<file path="src/rtl/spi_slave_controller.sv">
// SPI responder (mode 0, standard/quad) bridging command/address/data
// phases from an external master onto 32-bit valid/ready streams.
module spi_slave_controller #(
    parameter int DUMMY_CYCLES = 8
) (
    input  logic        clk,
    input  logic        rstn,
    input  logic        spi_sclk,
    input  logic        spi_csn,
    input  logic        spi_sdi0,
    input  logic        spi_sdi1,
    input  logic        spi_sdi2,
    input  logic        spi_sdi3,
    output logic        spi_sdo0,
    output logic        spi_sdo1,
    output logic        spi_sdo2,
    output logic        spi_sdo3,
    output logic [3:0]  spi_oe,
    output logic [7:0]  cmd,
    output logic [31:0] rx_addr,
    output logic        rx_addr_valid,
    output logic [31:0] rx_data,
    output logic        rx_data_valid,
    input  logic        rx_data_ready,
    input  logic [31:0] tx_data,
    input  logic        tx_data_valid,
    output logic        tx_data_ready,
    output logic        eot,
    output logic        busy,
    output logic        overflow,
    output logic        underflow,
    input  logic        err_clr
);

    typedef enum logic [2:0] {
        IDLE, CMD, ADDR, DUMMY, DATA_RX, DATA_TX, IGNORE
    } state_t;

    localparam logic [7:0] CMD_WR  = 8'h02;
    localparam logic [7:0] CMD_QWR = 8'h32;
    localparam logic [7:0] CMD_RD  = 8'h03;
    localparam logic [7:0] CMD_QRD = 8'h6B;
    localparam logic [7:0] DUMMY_LAST = 8'(DUMMY_CYCLES - 1);

    logic [1:0]  sclk_sy;
    logic        sclk_d;
    logic        sclk_rise;
    logic        sclk_fall;
    logic [1:0]  csn_sy;
    logic        csn_d;
    logic        csn_rise;
    logic        csn_s;
    logic [3:0]  sdi_m;
    logic [3:0]  sdi_s;
    logic [1:0]  prime_cnt;
    logic        primed;
    logic        armed;

    state_t      state;
    state_t      state_nx;
    logic [7:0]  cnt;
    logic [30:0] sh;
    logic [31:0] tx_sh;
    logic        is_wr;
    logic        is_quad;
    logic [3:0]  sdo;

    logic [7:0]  cmd_word;
    logic [31:0] addr_word;
    logic [31:0] rx_word;
    logic        word_last;
    logic        dec_ok;
    logic        dec_wr;
    logic        dec_quad;
    logic        tx_fetch;

    assign csn_s  = csn_sy[1];
    assign primed = prime_cnt[1];
    assign busy   = (state != IDLE);
    assign {spi_sdo3, spi_sdo2, spi_sdo1, spi_sdo0} = sdo;

    assign cmd_word  = {sh[6:0], sdi_s[0]};
    assign addr_word = {sh, sdi_s[0]};
    assign rx_word   = is_quad ? {sh[27:0], sdi_s} : {sh, sdi_s[0]};
    assign word_last = is_quad ? (cnt == 8'd7) : (cnt == 8'd31);

    always_comb begin
        dec_ok   = 1'b0;
        dec_wr   = 1'b0;
        dec_quad = 1'b0;
        unique case (1'b1)
            (cmd_word == CMD_WR): begin
                dec_ok = 1'b1;
                dec_wr = 1'b1;
            end
            (cmd_word == CMD_QWR): begin
                dec_ok   = 1'b1;
                dec_wr   = 1'b1;
                dec_quad = 1'b1;
            end
            (cmd_word == CMD_RD): begin
                dec_ok = 1'b1;
            end
            (cmd_word == CMD_QRD): begin
                dec_ok   = 1'b1;
                dec_quad = 1'b1;
            end
            default: ;
        endcase
    end

    always_comb begin
        state_nx = state;
        unique case (state)
            IDLE: begin
                // After reset, a csn already low is not a valid frame start
                if (primed && !csn_s)
                    state_nx = armed ? CMD : IGNORE;
            end
            CMD: begin
                if (sclk_rise && cnt == 8'd7)
                    state_nx = dec_ok ? ADDR : IGNORE;
            end
            ADDR: begin
                if (sclk_rise && cnt == 8'd31) begin
                    if (is_wr)
                        state_nx = DATA_RX;
                    else if (DUMMY_CYCLES > 0)
                        state_nx = DUMMY;
                    else
                        state_nx = DATA_TX;
                end
            end
            DUMMY: begin
                if (sclk_rise && cnt == DUMMY_LAST)
                    state_nx = DATA_TX;
            end
            default: ;
        endcase
        if (csn_rise)
            state_nx = IDLE;
    end

    always_comb begin
        tx_fetch = 1'b0;
        if (state_nx == DATA_TX && state != DATA_TX)
            tx_fetch = 1'b1;
        if (state == DATA_TX && sclk_rise && word_last && !csn_rise)
            tx_fetch = 1'b1;
    end

    always_comb begin
        spi_oe = 4'b0000;
        if (state == DATA_TX)
            spi_oe = is_quad ? 4'b1111 : 4'b0010;
    end

    always_ff @(posedge clk or negedge rstn) begin
        if (!rstn) begin
            sclk_sy   <= 2'b00;
            sclk_d    <= 1'b0;
            sclk_rise <= 1'b0;
            sclk_fall <= 1'b0;
            csn_sy    <= 2'b11;
            csn_d     <= 1'b1;
            csn_rise  <= 1'b0;
            sdi_m     <= 4'h0;
            sdi_s     <= 4'h0;
            prime_cnt <= 2'd0;
            armed     <= 1'b0;
        end else begin
            sclk_sy   <= {sclk_sy[0], spi_sclk};
            sclk_d    <= sclk_sy[1];
            sclk_rise <= sclk_sy[1] & ~sclk_d;
            sclk_fall <= ~sclk_sy[1] & sclk_d;
            csn_sy    <= {csn_sy[0], spi_csn};
            csn_d     <= csn_sy[1];
            csn_rise  <= csn_sy[1] & ~csn_d;
            sdi_m     <= {spi_sdi3, spi_sdi2, spi_sdi1, spi_sdi0};
            sdi_s     <= sdi_m;
            if (!primed)
                prime_cnt <= prime_cnt + 2'd1;
            armed <= armed | (primed & csn_s);
        end
    end

    always_ff @(posedge clk or negedge rstn) begin
        if (!rstn) begin
            state         <= IDLE;
            cnt           <= 8'd0;
            sh            <= '0;
            tx_sh         <= '0;
            is_wr         <= 1'b0;
            is_quad       <= 1'b0;
            sdo           <= 4'h0;
            cmd           <= 8'h00;
            rx_addr       <= '0;
            rx_addr_valid <= 1'b0;
            rx_data       <= '0;
            rx_data_valid <= 1'b0;
            tx_data_ready <= 1'b0;
            eot           <= 1'b0;
            overflow      <= 1'b0;
            underflow     <= 1'b0;
        end else begin
            state         <= state_nx;
            rx_addr_valid <= 1'b0;
            eot           <= csn_rise;
            tx_data_ready <= tx_fetch;
            if (err_clr) begin
                overflow  <= 1'b0;
                underflow <= 1'b0;
            end
            if (rx_data_valid && rx_data_ready)
                rx_data_valid <= 1'b0;

            if (csn_rise) begin
                cnt <= 8'd0;
                sdo <= 4'h0;
            end else begin
                unique case (state)
                    CMD, ADDR: begin
                        if (sclk_rise) begin
                            sh  <= {sh[29:0], sdi_s[0]};
                            cnt <= cnt + 8'd1;
                            if (state == CMD && cnt == 8'd7) begin
                                cnt     <= 8'd0;
                                cmd     <= cmd_word;
                                is_wr   <= dec_wr;
                                is_quad <= dec_quad;
                            end
                            if (state == ADDR && cnt == 8'd31) begin
                                cnt           <= 8'd0;
                                rx_addr       <= addr_word;
                                rx_addr_valid <= 1'b1;
                            end
                        end
                    end
                    DUMMY: begin
                        if (sclk_rise)
                            cnt <= (cnt == DUMMY_LAST) ? 8'd0 : cnt + 8'd1;
                    end
                    DATA_RX: begin
                        if (sclk_rise) begin
                            sh  <= rx_word[30:0];
                            cnt <= word_last ? 8'd0 : cnt + 8'd1;
                            // A full word with the previous one unconsumed is dropped
                            if (word_last) begin
                                if (rx_data_valid && !rx_data_ready) begin
                                    overflow <= 1'b1;
                                end else begin
                                    rx_data       <= rx_word;
                                    rx_data_valid <= 1'b1;
                                end
                            end
                        end
                    end
                    DATA_TX: begin
                        if (sclk_rise)
                            cnt <= word_last ? 8'd0 : cnt + 8'd1;
                        if (sclk_fall) begin
                            if (is_quad) begin
                                sdo   <= tx_sh[31:28];
                                tx_sh <= {tx_sh[27:0], 4'h0};
                            end else begin
                                sdo   <= {2'b00, tx_sh[31], 1'b0};
                                tx_sh <= {tx_sh[30:0], 1'b0};
                            end
                        end
                    end
                    default: cnt <= 8'd0;
                endcase
            end

            if (tx_data_ready) begin
                tx_sh <= tx_data_valid ? tx_data : 32'h0;
                if (!tx_data_valid)
                    underflow <= 1'b1;
            end
        end
    end

endmodule

</file>
<file path="config.mk">
export PLATFORM = sky130hd
export DESIGN_NAME = spi_slave_controller
export DESIGN_NICKNAME = d
export VERILOG_FILES = /design/src/rtl/spi_slave_controller.sv
export SDC_FILE = /design/constraint.sdc
export NUM_CORES = 1
export LEC_CHECK = 0
export ABC_CLOCK_PERIOD_IN_PS = 2630
export BUFFER_PORTS_ARGS = -buffer_cell sky130_fd_sc_hd__buf_4
export CAP_MARGIN = 40
export CORE_MARGIN = 1.5
export CORE_UTILIZATION = 45
export CTS_BUF_LIST = sky130_fd_sc_hd__clkbuf_8
export CTS_CLUSTER_SIZE = 12
export DETAILED_ROUTE_END_ITERATION = 8
export HOLD_SLACK_MARGIN = 0.08
export PLACE_DENSITY = 0.66
export SYNTH_ARGS = -nofsm -noshare
export SYNTH_HDL_FRONTEND = slang
export SYNTH_SLANG_ARGS = --single-unit
</file>
<file path="constraint.sdc">
create_clock -name clk -period 2.63 [get_ports clk]
set_input_delay 0.526 -clock clk [delete_from_list [all_inputs] [get_ports clk]]
set_output_delay 0.526 -clock clk [all_outputs]
set_load 0.02 [all_outputs]
</file>
==> summary.md, run 1 <==
| Metric | Value |
|---|---|
| Status | finished with violations |
| Failing checks | design-rule violations |
| Ys async rst share | 1.00 |
| Final #Nets | 863 |
| Hold Fails Final Rpt | 0 |
| Layout fillers | 1529 |
| Clock-pin slew on the worst setup and hold paths | 0.09 ns |
| Hold endpoint | sdi_m[1]$_DFF_PN0_ |
| IO Pins | 130 |
| Cell area after synthesis | 8420 µm² |
| Buf+Inv Stages, Crit Path | 2 |
| RSZ-0062 raised after global routing | no |
| GP Congestion | 0.827 |
| Post-Syn Instances | 706 |
| Via count | 5716 |
| Tot Pwr | 5.28 mW |
| Number of antenna diodes | 0 |
| Yosys cell types | 63 |
| Avg Cell Area, Syn | 11.9 µm² |
| Remaining Overflow, GRT | 0 |
| TritonCTS Sinks | 178 |
| Post-synth EDFFs | 0 |
| Post-synth net total | 750 |
| Area occupied by multi-input gates | 3650 µm² |
| Die height | 140 µm |
| Routed wire per std cell | 17.3 µm |
| Cell area power density | 527 nW/µm² |
| Ys Warns | 0 |
| Fin crit period | 2.38 ns |
| Initial Util | 0.464 |
| Hold path start | spi_sdi1 |
| Setup Crit Path Kind | reg -> out |
| Fin crit share | 0.904 |
| H-Tree Depth | 4 |
| Reg area | 4460 µm² |
| Fraction of layout cells with a size suffix above 1 | 0.381 |
| IO buf count | 129 |
| WL final | 18300 µm |
| Clock tree buffer depth | 2 |
| Slowest CP cell | dfrtp_4 |
| Vias in the first global route | 5896 |
| CTS tree | built |
| CP Launch Type | register |
| WP data required | 2.10 ns |
| Routed vias/inst | 5.39 |
| Max_cap viols | 0 |
| Worst Skew | 0.0112 ns |
| Core area | 18100 µm² |
| Root buffer cell | clkbuf_8 |
| Total global-route track usage | 0.195 |
| Die Span X | 140 µm |
| Total CTS buffers | 17 |
| Maximum vdd ir drop | 329 µV |
| Psw | 1.37 mW |
| FP Rows | 49 |
| First-pass GRT wire length | 30200 µm |
| Worst-Skew Late Latency | 0.46 ns |
| Int Pwr | 3.91 mW |
| Fin Setup TNS | 0 ns |
| Final Slew Violations | 0 |
| Slowest stage delay, CP | 0.60 ns |
| DRT antenna net count | 0 |
| DP HPWL | 12300 µm |
| Residual DRC | 11 |
| CP delay by family, top | flip-flops |
| Synth area leader | dfrtp_1 |
| Synth top area cells | dfrtp_1 (52%), mux2_2 (13%), mux2i_1 (7.1%), mux2_4 (5.2%), o21ai_0 (4.0%) |
| Post-CTS Repair Setup Buffers | 0 |
| Part of the power in registers | 0.567 |
| Largest net degree at the start of global routing | 70 |
| Crit path DAT | 1.85 ns |
| Seq/Total Area, Yosys | 0.530 |
| Combinational group share of total power | 0.076 |
| Hold Crit Depth | 1 |
| Top fanout value on the critical path | 35 |
| Worst r2r path cells | 7 |
| Synth Flop Type | dfrtp_1 |
| Die area | 19500 µm² |
| Min-Delay Path Class | in -> reg |
| Leakage power | 4.78 nW |
| RR Startpoint | cnt[0]$_DFFE_PN0P_ |
| Reg2Reg Setup Slack | 0.29 ns |
| Fmax | 420 MHz |
| Sw Share | 0.260 |
| Post-synth top area share | 0.520 |
| Endpoint type of the worst setup path | output port |
| Worst R2R End | rx_addr[22]$_DFFE_PN0P_ |
| Clock network power share | 0.357 |
| DRT Pass-1 Iters | 7 |
| Initial DRC count | 311 |
| Crit path cell chain | buf_6 -> and2_1 -> buf_4 |
| Register bit total from synthesis | 178 |
| Layout area overhead | 19.0% |
| Initial antenna violation count | 0 |
| Slew headroom | 0.517 |
| Final setup violating endpoints | 0 |
| Worst-Margin Slew | 0.724 ns |
## power groups by stage
| stage | registers (mW) | logic (mW) | clock network [mW] |
|---|---|---|---|
| floorplan | 2.94 | 0.296 | 0 |
| global placement | 3.04 | 0.392 | 0 |
| detailed placement | 3.05 | 0.409 | 0 |
| CTS | 2.99 | 0.412 | 1.96 |
| global route | 3.01 | 0.461 | 2.07 |
| finish | 3.00 | 0.404 | 1.88 |
## timing repair
item,4_1_cts,5_1_grt
endpoints found under the setup margin,0,3
resized for setup,0,1
hold buffers,1,0
endpoints found under the hold margin,48,0
## cell usage after synthesis (4+ instances only)
| library cell | n |
|---|---|
| dfrtp_1 | 175 |
| mux2_2 | 98 |
| nand2_1 | 89 |
| o21ai_0 | 68 |
| mux2i_1 | 60 |
| mux2_4 | 29 |
| clkbuf_1 | 23 |
| buf_2 | 19 |
| inv_1 | 15 |
| nor2_1 | 13 |
| a21oi_1 | 9 |
| nand3_1 | 9 |
| and2_1 | 7 |
| a22oi_1 | 5 |
| mux2_1 | 5 |
| nor3_1 | 5 |
| buf_4 | 4 |
| o221ai_1 | 4 |
## placed cells by master (no fill, tap or decap), types with 9 or more instances in the layout
cell,n
nor2_1,13
clkbuf_8,18
nand3_1,9
mux2_2,98
buf_4,137
o21ai_0,68
dfrtp_1,174
nand2_1,89
inv_1,16
mux2i_1,60
a21oi_1,9
mux2_4,29
## per-layer routing
layer / wire length [µm] / track usage / up-vias
li1: - / - / 2710
met1: 8520 / 0.265 / 2837
met3: 906 / 0.0382 / 18
met4: 175 / 0.0665 / 0
met5: 0 / 0 / -
met2: 8710 / 0.314 / 151
## layout make-up
| type | instances | share of cell area |
|---|---|---|
| well taps | 229 | 0.0286 |
| inverters | 16 | 0.00599 |
| multi-input cells | 461 | 0.364 |
| clock buffers | 18 | 0.0247 |
| flip-flops and latches | 178 | 0.445 |
| clock inverters | 14 | 0.0152 |
| repair buffers | 145 | 0.116 |
## sequential cells by signal, indices dropped and copies added (netlist names), 2 cells and up
name / flops
sh: 31
rx_addr: 32
prime_cnt: 2
sdi_s: 4
cmd: 8
sclk_sy: 2
sdo: 4
rx_data: 32
state: 3
tx_sh: 32
sdi_m: 4
csn_sy: 2
cnt: 8
## kinds of logic after synthesis
| logic type | count (synthesis) | share of synthesized area |
|---|---|---|
| and+or+nand+nor | 154 | 0.0894 |
| buffers and inverters | 67 | 0.0373 |
| adders and majority gates | 1 | 0.00149 |
| muxes | 192 | 0.261 |
| DFF | 178 | 0.530 |
| AOI/OAI and AO/OA | 110 | 0.0770 |
| xor gates and xnor gates | 4 | 0.00416 |
## how the worst max path moves through the flow
stage / from / to / cells after the start
6_report: is_quad$_DFFE_PN0P_ / spi_oe[0] / 3
5_1_grt: is_quad$_DFFE_PN0P_ / spi_oe[3] / 3
4_1_cts: is_quad$_DFFE_PN0P_ / spi_oe[0] / 3
3_5_place_dp: cnt[0]$_DFFE_PN0P_ / rx_addr[21]$_DFFE_PN0P_ / 7
3_3_place_gp: cnt[0]$_DFFE_PN0P_ / rx_addr[15]$_DFFE_PN0P_ / 7
2_1_floorplan: is_quad$_DFFE_PN0P_ / spi_oe[2] / 5
## per-stage QoR
stage	cells	instance area, µm²	hold WS (ns)	utilization	setup WS [ns]
after floorplan	706	8420	0.230	-	0.522
after global placement	1028	9600	0.332	0.529	0.370
after detailed placement	1028	9600	0.335	0.529	0.322
after CTS	1061	10000	0.132	0.552	0.0669
after global routing	1061	10000	0.130	0.552	0.148
final	1061	10000	0.173	0.552	0.252
Note: power is estimated with default switching activity, not from simulation.
==> run 2, diff against run 1 <==
--- a/config.mk
+++ b/config.mk
@@ -5,6 +5,7 @@
 export SDC_FILE = /design/constraint.sdc
 export NUM_CORES = 1
 export LEC_CHECK = 0
+export ABC_AREA = 1
 export ABC_CLOCK_PERIOD_IN_PS = 2630
 export BUFFER_PORTS_ARGS = -buffer_cell sky130_fd_sc_hd__buf_4
 export CAP_MARGIN = 40
==> run 2 against run 1 <==
- the flow now finishes without violations
- non-clock buffer count is 1 higher
- critical endpoint unchanged
- die area is 0.82% higher
- area after synthesis is 0.83% higher
==> summary.md, run 2 <==
| Metric | Value |
|---|---|
| Routed vias/inst | 5.01 |
| RSZ-0062 raised after global routing | no |
| DRT Pass-1 Iters | 5 |
| Worst Skew | 0.0143 ns |
| Yosys cell types | 38 |
| FP Rows | 50 |
| Setup Crit Path Kind | reg -> out |
| Fraction of layout cells with a size suffix above 1 | 0.181 |
| Fin crit share | 0.873 |
| Number of antenna diodes | 0 |
| Final Slew Violations | 0 |
| WP data required | 2.10 ns |
| Final #Nets | 1165 |
| Maximum vdd ir drop | 392 µV |
| Synth Flop Type | dfrtp_1 |
| Slew headroom | 0.574 |
| Via count | 6854 |
| DP HPWL | 13000 µm |
| Initial Util | 0.457 |
| Final setup violating endpoints | 0 |
| Reg2Reg Setup Slack | 0.62 ns |
| Endpoint type of the worst setup path | output port |
| Worst-Skew Late Latency | 0.46 ns |
| CP Launch Type | register |
| Layout area overhead | 18.6% |
| Top-count cell post-synth | nand2_1 |
| Fmax | 435 MHz |
| Post-Syn Instances | 1015 |
| Root buffer cell | clkbuf_8 |
| Synth top area cells | dfrtp_1 (52%), nand2_1 (8.9%), o21ai_0 (8.8%), inv_1 (7.2%), o211ai_1 (4.8%) |
| Core area | 18600 µm² |
| Hold endpoint | sdi_m[0]$_DFF_PN0_ |
| Cell area power density | 642 nW/µm² |
| Register bit total from synthesis | 178 |
| Most common cell after layout, fill and taps aside | nand2_1 |
| Clock tree buffer depth | 2 |
| Initial antenna violation count | 0 |
| Slowest CP cell | dfrtp_1 |
| GP Congestion | 0.812 |
| Remaining Overflow, GRT | 0 |
| Residual DRC | 0 |
| Die Span X | 140 µm |
| Finished Core Util | 0.542 |
| Post-synth top area share | 0.516 |
| First-pass GRT wire length | 32300 µm |
| Most frequent cells in the layout | nand2_1 (201), dfrtp_1 (174), inv_1 (163) |
| Fin crit period | 2.30 ns |
| Post-synth EDFFs | 0 |
| Post-synth net total | 1059 |
| Worst-Margin Slew | 0.640 ns |
| Cell area after synthesis | 8490 µm² |
| Worst r2r path cells | 11 |
| Die area | 19700 µm² |
| Ys async rst share | 1.00 |
| Worst R2R End | rx_data[15]$_DFFE_PN0P_ |
| Status | finished clean |
| Hold Worst Slack | 0.169 ns |
| Seq/Total Area, Yosys | 0.525 |
| Leakage power | 5.07 nW |
| DRT antenna net count | 0 |
| Crit path DAT | 1.77 ns |
| RR Startpoint | cnt[0]$_DFFE_PN0P_ |
| Top fanout value on the critical path | 5 |
| Regs by FF count | rx_addr: 32 flops, rx_data: 32 flops, tx_sh: 32 flops |
| Fin Setup TNS | 0 ns |
| Total global-route track usage | 0.205 |
| Clock-pin slew on the worst setup and hold paths | 0.09 ns |
| Worst setup margin | 0.333 ns |
| Initial DRC count | 402 |
| TritonCTS Sinks | 178 |
| Slowest stage delay, CP | 0.43 ns |
| Min-Delay Path Class | in -> reg |
| Total CTS buffers | 17 |
| Vias in the first global route | 6440 |
| H-Tree Depth | 4 |
| Avg Cell Area, Syn | 8.36 µm² |
| Hold path start | spi_sdi0 |
| Ys Warns | 0 |
| Largest net degree at the start of global routing | 66 |
| Max_cap viols | 0 |
| Crit path cell chain | inv_2 -> nor2_4 -> inv_2 -> nor3_1 -> buf_4 |
| IO Pins | 130 |
| Synth area leader | dfrtp_1 |
| Hold Fails Final Rpt | 0 |
| IO buf count | 129 |
| Post-cts resize count | 0 |
| DP Worst Slack | 0.645 ns |
| Routed wire per std cell | 14.1 µm |
| CTS tree | built |
| WL final | 19300 µm |
| Hold Crit Depth | 1 |
| Most Frequent Cell on Critical Path | inv_2 |
| Die height | 140 µm |
| Top cells by count, synth | nand2_1 (202), dfrtp_1 (175), inv_1 (162) |
[run 2: cell types whose count changed after synthesis, moves of 29 or more]
cell,delta
inv_1,+147
mux2_2,-97
mux2_4,-29
mux2i_1,-60
nand2_1,+113
nand3_1,+48
nor2_1,+29
o211ai_1,+53
o21ai_0,+82
o21ai_1,+34
[run 2: what timing repair did]
item,CTS,global route
hold endpoints to repair,42,0
setup buffers,0,0
hold buffers,1,0
[run 2: metrics by stage]
stage               area [µm²]  power (mW)  std cells
floorplan                 8490        4.09       1015
CTS                      10100        6.54       1367
global route             10100        6.86       1367
global placement          9620        4.47       1335
detailed placement        9620        4.50       1335
finish                   10100        6.46       1367
[run 2: kinds of logic after synthesis]
logic type,synth area share
AO/OA/AOI/OAI,0.188
multiplexers,0.00133
buffers and inverters,0.110
AND/OR/NAND/NOR,0.168
adder cells (fa/ha/maj),0.00147
XOR/XNOR,0.00619
flip-flops,0.525
[run 2: worst max-delay path by stage]
stage | startpoint | endpoint
3_5_place_dp | cnt[0]$_DFFE_PN0P_ | rx_data[0]$_DFFE_PN0P_
5_1_grt | state[2]$_DFF_PN0_ | spi_oe[0]
2_1_floorplan | is_quad$_DFFE_PN0P_ | spi_oe[2]
3_3_place_gp | state[2]$_DFF_PN0_ | tx_sh[20]$_DFFE_PN0P_
6_report | state[2]$_DFF_PN0_ | spi_oe[0]
4_1_cts | state[2]$_DFF_PN0_ | spi_oe[0]
[run 2: final cells by class]
| class | instances | area (µm²) |
|---|---|---|
| clock buffers | 22 | 303 |
| clock inverters | 9 | 129 |
| fillers | 1761 | 8520 |
| inverters | 167 | 627 |
| multi-input cells | 611 | 3100 |
| flip-flops and latches | 178 | 4460 |
| well taps | 234 | 293 |
| repair buffers | 146 | 1150 |
[run 2: metal layers]
metal | up-vias | wire [µm] | track usage
met4 | 0 | 298 | 0.0632
met1 | 3200 | 9350 | 0.296
met2 | 141 | 8820 | 0.311
met3 | 25 | 823 | 0.0400
met5 | - | 0 | 0
li1 | 3488 | - | -
[run 2: where the power goes]
| group | switching [mW] | internal, mW |
|---|---|---|
| Sequential | 0.260 | 3.12 |
| Combinational | 0.664 | 0.404 |
| Clock | 0.959 | 1.06 |
[run 2: critical path, delay by kind of cell, from the launching register on]
family / cells / cell delay (ns)
simple gates: 2 / 0.48
flops: 1 / 0.43
buf+inv: 3 / 0.41
==> run 3, diff against run 2 <==
--- a/config.mk
+++ b/config.mk
@@ -6,7 +6,7 @@
 export NUM_CORES = 1
 export LEC_CHECK = 0
 export ABC_AREA = 1
-export ABC_CLOCK_PERIOD_IN_PS = 2630
+export ABC_CLOCK_PERIOD_IN_PS = 1900
 export BUFFER_PORTS_ARGS = -buffer_cell sky130_fd_sc_hd__buf_4
 export CAP_MARGIN = 40
 export CORE_MARGIN = 1.5
@@ -15,7 +15,7 @@
 export CTS_CLUSTER_SIZE = 12
 export DETAILED_ROUTE_END_ITERATION = 8
 export HOLD_SLACK_MARGIN = 0.08
-export PLACE_DENSITY = 0.66
+export PLACE_DENSITY = 0.71
 export SYNTH_ARGS = -nofsm -noshare
 export SYNTH_HDL_FRONTEND = slang
 export SYNTH_SLANG_ARGS = --single-unit
==> constraint.sdc (replaced) <==
create_clock -name clk -period 1.9 [get_ports clk]
set_input_delay 0.38 -clock clk [delete_from_list [all_inputs] [get_ports clk]]
set_output_delay 0.38 -clock clk [all_outputs]
set_load 0.02 [all_outputs]
==> run 3 against run 2 <==
- setup slack worse by 0.32 ns
- flip-flop and latch count did not move
- final area grew 4.5%
- non-clock buffer count increased by 35
- clock-buffer cell count shrank 4
- critical endpoint is now spi_oe[1]
- largest power group unchanged
- highest routed layer unchanged
==> summary.md, run 3 (synthesis gave the netlist of run 2 again) <==
| Metric | Value |
|---|---|
| Clock-pin slew on the worst setup and hold paths | 0.08 ns |
| Hold endpoint | underflow$_DFF_PN0_ |
| WL final | 20800 µm |
| Number of antenna diodes | 0 |
| Area occupied by multi-input gates | 3160 µm² |
| Total CTS buffers | 17 |
| Worst setup margin | 0.0163 ns |
| Setup Crit Path Kind | reg -> out |
| Layout fillers | 1695 |
| DP Worst Slack | 0.116 ns |
| Worst R2R End | rx_data[27]$_DFFE_PN0P_ |
| WP data required | 1.52 ns |
| CP Launch Type | register |
| Via count | 7179 |
| Residual DRC | 0 |
| Endpoint type of the worst setup path | output port |
| IO buf count | 129 |
| Total global-route track usage | 0.207 |
| Final #Nets | 1200 |
| GP Congestion | 0.865 |
| Die height | 140 µm |
| Met2 usage | 0.322 |
| Most frequent cells in the layout | nand2_1 (199), dfrtp_1 (173), inv_1 (163) |
| First-pass GRT wire length | 32800 µm |
| Maximum vdd ir drop | 525 µV |
| Fin crit period | 1.88 ns |
| Die area | 19700 µm² |
| DP HPWL | 13300 µm |
| RR Startpoint | state[1]$_DFF_PN0_ |
| Initial DRC count | 441 |
| Slew headroom | 0.748 |
| Dpl cell area | 9770 µm² |
| Core area | 18600 µm² |
| Worst Skew | 0.00699 ns |
| Hold Worst Slack | 0.189 ns |
| Worst-Margin Slew | 0.378 ns |
| Met3 Use GR | 0.0400 |
| IO Pins | 130 |
| DRT Pass-1 Iters | 5 |
| Die Span X | 140 µm |
| Layout area overhead | 24.0% |
| Routed vias/inst | 5.13 |
| Design area | 10500 µm² |
| Fin crit share | 0.991 |
| Routed wire per std cell | 14.9 µm |
| Finished Core Util | 0.566 |
| Clock tree buffer depth | 2 |
| Hold Fails Final Rpt | 0 |
| Largest net degree at the start of global routing | 89 |
| CTS tree | built |
| Fraction of layout cells with a size suffix above 1 | 0.209 |
| Hold path start | err_clr |
| Most common cell after layout, fill and taps aside | nand2_1 |
| Cell area power density | 827 nW/µm² |
| Final setup violating endpoints | 0 |
| Remaining Overflow, GRT | 0 |
| FP Rows | 50 |
| Top fanout value on the critical path | 5 |
| Fin Setup TNS | 0 ns |
| Hold Crit Depth | 4 |
| Crit path DAT | 1.50 ns |
| TritonCTS Sinks | 178 |
| Initial antenna violation count | 0 |
| Status | finished clean |
| Max_cap viols | 0 |
| Root buffer cell | clkbuf_8 |
| Grt met1 use | 0.290 |
| DRT antenna net count | 0 |
| Min-Delay Path Class | in -> reg |
| Worst-Skew Late Latency | 0.47 ns |
| Final Slew Violations | 0 |
| Leakage power | 5.29 nW |
| GR peak layer | met2 |
| Regs by FF count | rx_addr: 32 flops, rx_data: 32 flops, tx_sh: 32 flops |
| RSZ-0062 raised after global routing | yes |
| Worst r2r path cells | 8 |
| H-Tree Depth | 4 |
| Fmax | 531 MHz |
| Initial Util | 0.457 |
| Reg2Reg Setup Slack | 0.10 ns |
| Reg area | 4460 µm² |
| Vias in the first global route | 6683 |
-- run 3: final cells by class --
| cell class | instances | share of cell area |
|---|---|---|
| multi-input cells | 611 | 0.300 |
| flip-flops and latches | 178 | 0.424 |
| clock inverters | 10 | 0.00940 |
| well taps | 234 | 0.0278 |
| inverters | 167 | 0.0602 |
| repair buffers | 181 | 0.155 |
| clock buffers | 18 | 0.0236 |
-- run 3: metrics by stage --
step	cells	power [mW]
finish	1399	8.70
detailed placement	1344	6.29
global placement	1344	6.23
CTS	1386	8.76
floorplan	1015	5.66
global route	1399	9.22
-- run 3: layer usage --
metal	part of all wire	vias up
met3	0.049	23
met4	0.014	0
met2	0.47	187
li1	-	3552
met5	0	-
met1	0.47	3417
-- run 3: what timing repair did --
| item | in CTS | in global routing |
|---|---|---|
| hold buffers | 7 | 0 |
| setup buffers | 7 | 7 |
| hold endpoints to repair | 29 | 0 |
| cloned | 0 | 6 |
| pin swaps | 2 | 8 |
| resized for setup | 8 | 16 |
| setup endpoints to repair | 3 | 59 |
-- run 3: worst max path at each step --
| stage | endpoint | slack (ns) | from |
|---|---|---|---|
| after floorplan | spi_oe[2] | 0.06 | is_quad$_DFFE_PN0P_ |
| after global placement | rx_data[12]$_DFFE_PN0P_ | 0.17 | cnt[0]$_DFFE_PN0P_ |
| after detailed placement | rx_data[19]$_DFFE_PN0P_ | 0.12 | cnt[1]$_DFFE_PN0P_ |
| after CTS | spi_oe[2] | -0.03 | state[2]$_DFF_PN0_ |
| after global routing | spi_oe[1] | -0.04 | state[1]$_DFF_PN0_ |
| final | spi_oe[1] | 0.02 | state[1]$_DFF_PN0_ |
-- run 3: critical path, stage by stage (launching register included) --
cell and delay (ns):
dfrtp_2 0.44, nor2_4 0.15, inv_4 0.06, buf_12 0.12, nor2_4 0.13, buf_6 0.14
-- run 3: where the power goes --
group	internal [mW]	leakage [nW]	switching, mW
sequential	4.31	2.19	0.368
combinational	0.631	2.91	0.959
clock	1.15	0.189	1.28
